$ cat config.mk
export PLATFORM = sky130hd
export DESIGN_NAME = serial_add_sequencer_flat
export DESIGN_NICKNAME = d
export VERILOG_FILES = /design/src/rtl/serial_add_sequencer_if.sv /design/src/rtl/serial_add_sequencer.sv /design/src/flat_wrapper.sv
export SDC_FILE = /design/constraint.sdc
export NUM_CORES = 1
export LEC_CHECK = 0
export ABC_AREA = 0
export BUFFER_PORTS_ARGS = -buffer_cell sky130_fd_sc_hd__buf_2
export CORE_AREA = 2 2 74 76
export CTS_CLUSTER_SIZE = 14
export DETAILED_ROUTE_END_ITERATION = 10
export DIE_AREA = 0 0 76 78
export PLACE_DENSITY = 0.63
export SLEW_MARGIN = 40
export SYNTH_ARGS = -nofsm -noshare
export SYNTH_HDL_FRONTEND = slang
export SYNTH_SLANG_ARGS = --single-unit
$ cat constraint.sdc
create_clock -name clk -period 3.3 [get_ports clk]
set_input_delay 0.33 -clock clk [delete_from_list [all_inputs] [get_ports clk]]
set_output_delay 0.33 -clock clk [all_outputs]
set_load 0.03 [all_outputs]
$ cat src/rtl/serial_add_sequencer_if.sv
// Requester handshake plus the link to the shared external half adder.
// slave is the sequencer's view; master is the environment (requester and half adder).
interface serial_add_sequencer_if #(
    parameter int unsigned WIDTH = 8
);
    logic             start;
    logic [WIDTH-1:0] a;
    logic [WIDTH-1:0] b;
    logic             cin;
    logic             busy;
    logic             done;
    logic [WIDTH-1:0] sum;
    logic             cout;
    logic             ha_a;
    logic             ha_b;
    logic             ha_sum;
    logic             ha_carry;

    modport master (
        output start, a, b, cin, ha_sum, ha_carry,
        input  busy, done, sum, cout, ha_a, ha_b
    );

    modport slave (
        input  start, a, b, cin, ha_sum, ha_carry,
        output busy, done, sum, cout, ha_a, ha_b
    );
endinterface

$ cat src/rtl/serial_add_sequencer.sv
// Bit-serial adder controller: one external half adder is time-shared as a full adder,
// two cycles per bit (P0 forms a^b, P1 folds in the running carry).
module serial_add_sequencer #(
    parameter int unsigned WIDTH = 8
) (
    input logic                   clk,
    input logic                   rst_n,
    serial_add_sequencer_if.slave bus
);
    localparam int unsigned   IW   = (WIDTH > 1) ? $clog2(WIDTH) : 1;
    localparam logic [IW-1:0] LAST = IW'(WIDTH - 1);

    typedef enum logic [1:0] {StIdle, StP0, StP1, StDone} state_e;

    state_e           r_state;
    state_e           w_state_next;
    logic [WIDTH-1:0] r_ra;
    logic [WIDTH-1:0] r_rb;
    logic [WIDTH-1:0] r_sum;
    logic             r_c;
    logic             r_p;
    logic             r_g;
    logic             r_cout;
    logic [IW-1:0]    r_i;
    logic [WIDTH-1:0] w_mask;
    logic             w_last;
    logic             w_carry;
    logic             w_ha_a;
    logic             w_ha_b;
    logic             w_busy;
    logic             w_done;

    // One-hot select of the current bit keeps indexing width-safe down to WIDTH=1.
    assign w_mask  = WIDTH'(1) << r_i;
    assign w_last  = (r_i == LAST);
    assign w_carry = r_g | bus.ha_carry;

    always_ff @(posedge clk or negedge rst_n) begin
        if (!rst_n) begin
            r_state <= StIdle;
        end else begin
            r_state <= w_state_next;
        end
    end

    always_comb begin
        w_state_next = r_state;
        unique case (r_state)
            StIdle:  if (bus.start) w_state_next = StP0;
            StP0:    w_state_next = StP1;
            StP1:    w_state_next = w_last ? StDone : StP0;
            StDone:  w_state_next = StIdle;
            default: w_state_next = StIdle;
        endcase
    end

    always_comb begin
        w_ha_a = 1'b0;
        w_ha_b = 1'b0;
        w_busy = 1'b0;
        w_done = 1'b0;
        unique case (r_state)
            StP0: begin
                w_ha_a = |(r_ra & w_mask);
                w_ha_b = |(r_rb & w_mask);
                w_busy = 1'b1;
            end
            StP1: begin
                w_ha_a = r_p;
                w_ha_b = r_c;
                w_busy = 1'b1;
            end
            StDone:  w_done = 1'b1;
            default: ;
        endcase
    end

    always_ff @(posedge clk or negedge rst_n) begin
        if (!rst_n) begin
            r_ra   <= '0;
            r_rb   <= '0;
            r_sum  <= '0;
            r_c    <= 1'b0;
            r_p    <= 1'b0;
            r_g    <= 1'b0;
            r_cout <= 1'b0;
            r_i    <= '0;
        end else begin
            unique case (r_state)
                StIdle: begin
                    if (bus.start) begin
                        r_ra   <= bus.a;
                        r_rb   <= bus.b;
                        r_c    <= bus.cin;
                        r_sum  <= '0;
                        r_cout <= 1'b0;
                        r_i    <= '0;
                    end
                end
                StP0: begin
                    r_p <= bus.ha_sum;
                    r_g <= bus.ha_carry;
                end
                StP1: begin
                    r_sum <= bus.ha_sum ? (r_sum | w_mask) : (r_sum & ~w_mask);
                    r_c   <= w_carry;
                    if (w_last) begin
                        r_cout <= w_carry;
                    end else begin
                        r_i <= r_i + IW'(1);
                    end
                end
                default: ;
            endcase
        end
    end

    assign bus.ha_a = w_ha_a;
    assign bus.ha_b = w_ha_b;
    assign bus.busy = w_busy;
    assign bus.done = w_done;
    assign bus.sum  = r_sum;
    assign bus.cout = r_cout;
endmodule

$ cat src/flat_wrapper.sv
// flat-port wrapper written by rule: the top's interface ports become plain ports
module serial_add_sequencer_flat 
#(
    parameter int unsigned WIDTH = 8
)
  (clk, rst_n, bus_start, bus_a, bus_b, bus_cin, bus_ha_sum, bus_ha_carry, bus_busy, bus_done, bus_sum, bus_cout, bus_ha_a, bus_ha_b);
  serial_add_sequencer_if #(.WIDTH(WIDTH)) bus_i ();
  input logic clk;
  input logic rst_n;
  input wire logic [$bits(bus_i.start)-1:0] bus_start;
  input wire logic [$bits(bus_i.a)-1:0] bus_a;
  input wire logic [$bits(bus_i.b)-1:0] bus_b;
  input wire logic [$bits(bus_i.cin)-1:0] bus_cin;
  input wire logic [$bits(bus_i.ha_sum)-1:0] bus_ha_sum;
  input wire logic [$bits(bus_i.ha_carry)-1:0] bus_ha_carry;
  output wire logic [$bits(bus_i.busy)-1:0] bus_busy;
  output wire logic [$bits(bus_i.done)-1:0] bus_done;
  output wire logic [$bits(bus_i.sum)-1:0] bus_sum;
  output wire logic [$bits(bus_i.cout)-1:0] bus_cout;
  output wire logic [$bits(bus_i.ha_a)-1:0] bus_ha_a;
  output wire logic [$bits(bus_i.ha_b)-1:0] bus_ha_b;
  assign bus_i.start = bus_start;
  assign bus_i.a = bus_a;
  assign bus_i.b = bus_b;
  assign bus_i.cin = bus_cin;
  assign bus_i.ha_sum = bus_ha_sum;
  assign bus_i.ha_carry = bus_ha_carry;
  assign bus_busy = bus_i.busy;
  assign bus_done = bus_i.done;
  assign bus_sum = bus_i.sum;
  assign bus_cout = bus_i.cout;
  assign bus_ha_a = bus_i.ha_a;
  assign bus_ha_b = bus_i.ha_b;
  serial_add_sequencer #(.WIDTH(WIDTH)) u_core (.clk(clk), .rst_n(rst_n), .bus(bus_i));
endmodule
[Yosys cells after proc, flatten, opt, wreduce, memory -nomap -nowiden]
Index checks and enable logic that the tools add are counted.
Word-level totals
  flip-flop bits (word level): 33
  input bits: 22
  output and inout bits: 13
  word-level logic and storage cells: 51
Cells by class
  add/sub/neg operators: 1
  equal/unequal tests: 7
  shifts and indexed selects: 1
  multiplexer cells: 18
  bitwise logic cells: 6
  reductions and logical operators: 9
Operators by type and width (number)
  8-bit AND: 3
  8-bit 2-to-1 mux: 2
  8-bit case mux with 2 select lines: 1
  8-bit OR reduction: 2
  8-bit NOT: 1
  8-bit OR: 1
  1-bit case mux with 2 select lines: 4
  2-bit case mux with 4 select lines: 1
  1-bit by 3-bit << shifter with 8-bit output, first input constant: 1
  3-bit 2-to-1 mux: 2
  3-bit case mux with 2 select lines: 1
  3-bit AND reduction: 2
  1-bit 2-to-1 mux: 5
  2-bit == test, second input constant: 2
  2-bit 2-to-1 mux: 2
  2-bit != test, second input constant: 2
  2-bit AND reduction: 2
  3-bit by 1-bit adder with 3-bit output, second input constant: 1
  3-bit == test, second input constant: 1
  2-bit by 1-bit == test with 1-bit output, second input constant: 1
  2-bit logical NOT: 1
  2-bit by 1-bit != test with 1-bit output, second input constant: 1
  2-bit nonzero test: 1
  2-bit OR reduction: 1
  1-bit OR: 1

[Longest topological paths before layout]
  word-level depth: 5
  gate-level depth with buffers: 7
  mapped depth without buffers: 5

[Worst setup path before layout]
Ideal clock, no wire load.
  kind: register -> output
  start: register u_core.r_i[1]
  end: output bus_ha_a
  arrival time: 1997 ps
  data required time: 2970 ps
  path slack: 973 ps
  stages on the path, launching flop included: 6
  buffers on the path: 1
  cells stage by stage: dfrtp_1 > ha_1 > ha_1 > clkbuf_1 > a222oi_1 > a311oi_1
Between the ends
  longest elaborated chain between the ends: 4
Ends and longest elaborated chain
  start: declaration: line serial_add_sequencer.sv:24  | logic [IW-1:0] r_i;
  start signal: assignment: line serial_add_sequencer.sv:110  | r_i <= r_i + IW'(1);
  1-bit by 3-bit << shifter with 8-bit output: line serial_add_sequencer.sv:34  | assign w_mask = WIDTH'(1) << r_i;
  8-bit AND: line serial_add_sequencer.sv:64  | w_ha_a = |(r_ra & w_mask);
  8-bit OR reduction: line serial_add_sequencer.sv:64
  1-bit case mux with 2 select lines: line serial_add_sequencer.sv:62  | unique case (r_state)
  end: declaration: line flat_wrapper.sv:20  | output wire logic [$bits(bus_i.ha_a)-1:0] bus_ha_a;
Every way passes these cells.

[Final worst setup path]
  start: register u_core.r_state[0]
  end: output bus_ha_a
Between the ends
  longest elaborated chain between the ends: 2
  elaborated cells on any way between the ends: 3
  classes of those cells: 2 x eq/ne; 1 x mux
Ends and longest elaborated chain
  start: declaration: line serial_add_sequencer.sv:15  | state_e r_state;
  start signal: assignment: line serial_add_sequencer.sv:40  | r_state <= StIdle;
  start signal: assignment: line serial_add_sequencer.sv:42  | r_state <= w_state_next;
  2-bit == test / 2-bit by 1-bit == test with 1-bit output (equally long branches): line serial_add_sequencer.sv:62
  1-bit case mux with 2 select lines *: line serial_add_sequencer.sv:62
Every way passes the cells marked *; elsewhere a longest branch is shown, timed or not.

==> metrics.txt <==
status=complete, but fails checks; failing checks=hold timing; Storage cell area=826 µm²; Num Clock Sinks=33; DR vias=1263; P_leak=0.957 nW; GP Congestion=0.804; Hold Crit Class=primary input to asynchronous set/reset pin; setup TNS=0 ns; All-Layer GR Usage=0.137; Detail Route Antenna Nets=0; Hold Slack=-0.0200 ns; vias in the first global route=1292; area delta synth->final=17.4%; logic gate share of total power=0.481; worst-case clock buffer depth=2; DRC Markers=0; clock network fraction of total power=0.152; CP max-delay cell=ha_1; Startpoint Class=register; routed vias/inst=4.97; post-synthesis mux area share=0.179; largest family of logic cells by synthesized area=multiplexers; # Post-CTS Setup Buffers=0; adder-cell share of the synthesized area=0.0796; GRT Residual Overflow=0; sw power=0.000813 W; Layout Skew=0.00639 ns; worst path cell trace=inv_1, ha_1, a222oi_1, a311oi_1, buf_2; initial antenna violation count=0; slowest cell delay on critical path=0.51 ns; CP Max Fanout=16; Skew-Pair Late Insertion Delay=0.29 ns; IO buf count=34; Worst Path Buf+Inv=2; Power Density=962 nW/µm²; cell family with most CP delay=compound AO/OA/AOI/OAI gates; Critical Setup Path Class=register to primary output; crit path capture type=primary output; clock transition at the registers of the reported paths=0.07 ns; final hold vios=33; fillcell total=502; ANT cells=0; mapped cell area=1730 µm²; Top FF cell, synth=dfrtp_1; multi-input logic area=827 µm²; Syn Inst Count=149; xor/xnor cell area share of the yosys netlist=0; HPWL after DPL=2690 µm; Synth Warn #=0; Net Sw Frac=0.416; synthesized flop and latch total=33; largest net degree at the start of global routing=34; Slew @ Worst Pin=0.624 ns; Core Region=5040 µm²; CTS tree=yes; slew margin rel.=0.583; Resized Gates After CTS=0; Seq/Total Area, Yosys=0.478; Fmax=405 MHz; fraction of the mapped netlist area in simple logic gates=0.0897; fraction of layout cells with a size suffix above 1=0.283; Starting Density=0.343; Die Span Y=78 µm; total of max-cap violations=0; most frequent cells in the layout=buf_2, dfrtp_1, nand2_1; DR iter-0 viols=37; Max H-tree Level=2; Pins Over Slew Limit=0; Inserted Clock Buffers=5; DRT Wirelength=3630 µm; crit path DAT=2.14 ns; Post-synth EDFFs=0; Internal Power=0.00114 W; first-pass GRT wire length=6250 µm; sequential power share=0.368; Synth async-reset ratio=1.00; Peak VDD IR=0.390 mV; syn_area_per_cell=11.6 µm²; Tmin final=2.47 ns; Die W=76 µm; Die ar.=5930 µm²; clock root buffer=clkbuf_8; post-synthesis compound-gate area fraction=0.130; library cells used by synthesis=36; Worst EP required=2.97 ns; syn nets=182; site row count=26; RSZ-0062 raised after global routing=no; final setup fails=0; wire per inst=14.3 µm; final cycle utilization of the critical path=0.748; io pins=35; Pre-Repair DR Iteration Count=4; # nets final=216; Hold Buf Count CTS=0
-- kinds of logic after synthesis --
family	after synthesis
AO/OA/AOI/OAI	31
adder cells (fa/ha/maj)	11
buffers and inverters	16
flip-flops	33
multiplexers	28
AND/OR/NAND/NOR	30
-- layout make-up --
class	count	area share
Clock inverter	1	0.00370
Multi-Input combinational cell	100	0.407
Inverter	9	0.0166
Clock buffer	7	0.0376
Timing Repair Buffer	34	0.0850
Tap cell	70	0.0431
Sequential cell	33	0.407
-- layer usage --
metal  vias to the layer above  global-route usage  share of wire
met1                       627               0.167           0.48
met2                        24               0.218           0.46
met5                         -                   0              0
met3                         7              0.0407          0.036
li1                        605                   -              -
met4                         0              0.0782          0.031
-- state kept, by name, indices dropped and copies added, names as in the netlist --
name / flops
u_core.bus.cout: 1
u_core.r_ra: 8
u_core.r_state: 2
u_core.bus.sum: 8
u_core.r_c: 1
u_core.r_p: 1
u_core.r_rb: 8
u_core.r_i: 3
u_core.r_g: 1
-- Yosys cell counts, types with 2 or more instances --
| cell | number | share of area |
|---|---|---|
| a221o_1 | 3 | 0.017 |
| a21oi_1 | 6 | 0.017 |
| mux2_2 | 8 | 0.052 |
| a22o_1 | 3 | 0.015 |
| ha_1 | 11 | 0.080 |
| o21ai_0 | 6 | 0.017 |
| nor2_1 | 3 | 0.0065 |
| dfrtp_1 | 33 | 0.48 |
| and3_4 | 2 | 0.013 |
| a311oi_1 | 2 | 0.010 |
| nand2_1 | 13 | 0.028 |
| nand3_1 | 4 | 0.012 |
| inv_1 | 9 | 0.020 |
| nor2b_1 | 3 | 0.011 |
| mux2_1 | 11 | 0.072 |
| buf_2 | 4 | 0.012 |
| mux2i_1 | 8 | 0.046 |
| a222oi_1 | 2 | 0.012 |
-- power by group through the flow --
| stage | registers (W) | clock network (W) | logic (W) |
|---|---|---|---|
| after global placement | 0.000725 | 0 | 0.000930 |
| final | 0.000718 | 0.000296 | 0.000939 |
| after CTS | 0.000720 | 0.000308 | 0.000953 |
| after floorplan | 0.000749 | 0 | 0.000702 |
| after global routing | 0.000747 | 0.000324 | 0.00105 |
| after detailed placement | 0.000728 | 0 | 0.000950 |
-- metrics by stage --
step | instances | instance area [µm²] | util | worst slack [ns] | total power [W]
after floorplan | 149 | 1730 | - | 0.973 | 0.00145
after global placement | 246 | 1940 | 0.386 | 1.23 | 0.00165
after detailed placement | 246 | 1940 | 0.386 | 1.17 | 0.00168
after CTS | 254 | 2030 | 0.402 | 0.831 | 0.00198
after global routing | 254 | 2030 | 0.403 | 0.664 | 0.00212
final | 254 | 2030 | 0.403 | 0.832 | 0.00195
-- path summary, 6_finish.rpt --
path | from | endpoint | slack, ns | cells after the start
setup / recovery | u_core.r_state[0] | bus_ha_a | 0.83 | 5
hold / removal | rst_n | u_core.bus.sum[2] | -0.02 | 1
setup reg to reg | u_core.r_state[0] | u_core.r_c | 1.25 | 5
hold reg to reg | u_core.r_ra[6] | u_core.r_ra[6] | 0.49 | 1
max in group asynchronous | rst_n | u_core.r_rb[3] | 3.01 | 1
min in group clk | bus_a[2] | u_core.r_ra[2] | 0.25 | 2
Note: power is estimated with default switching activity, not from simulation.
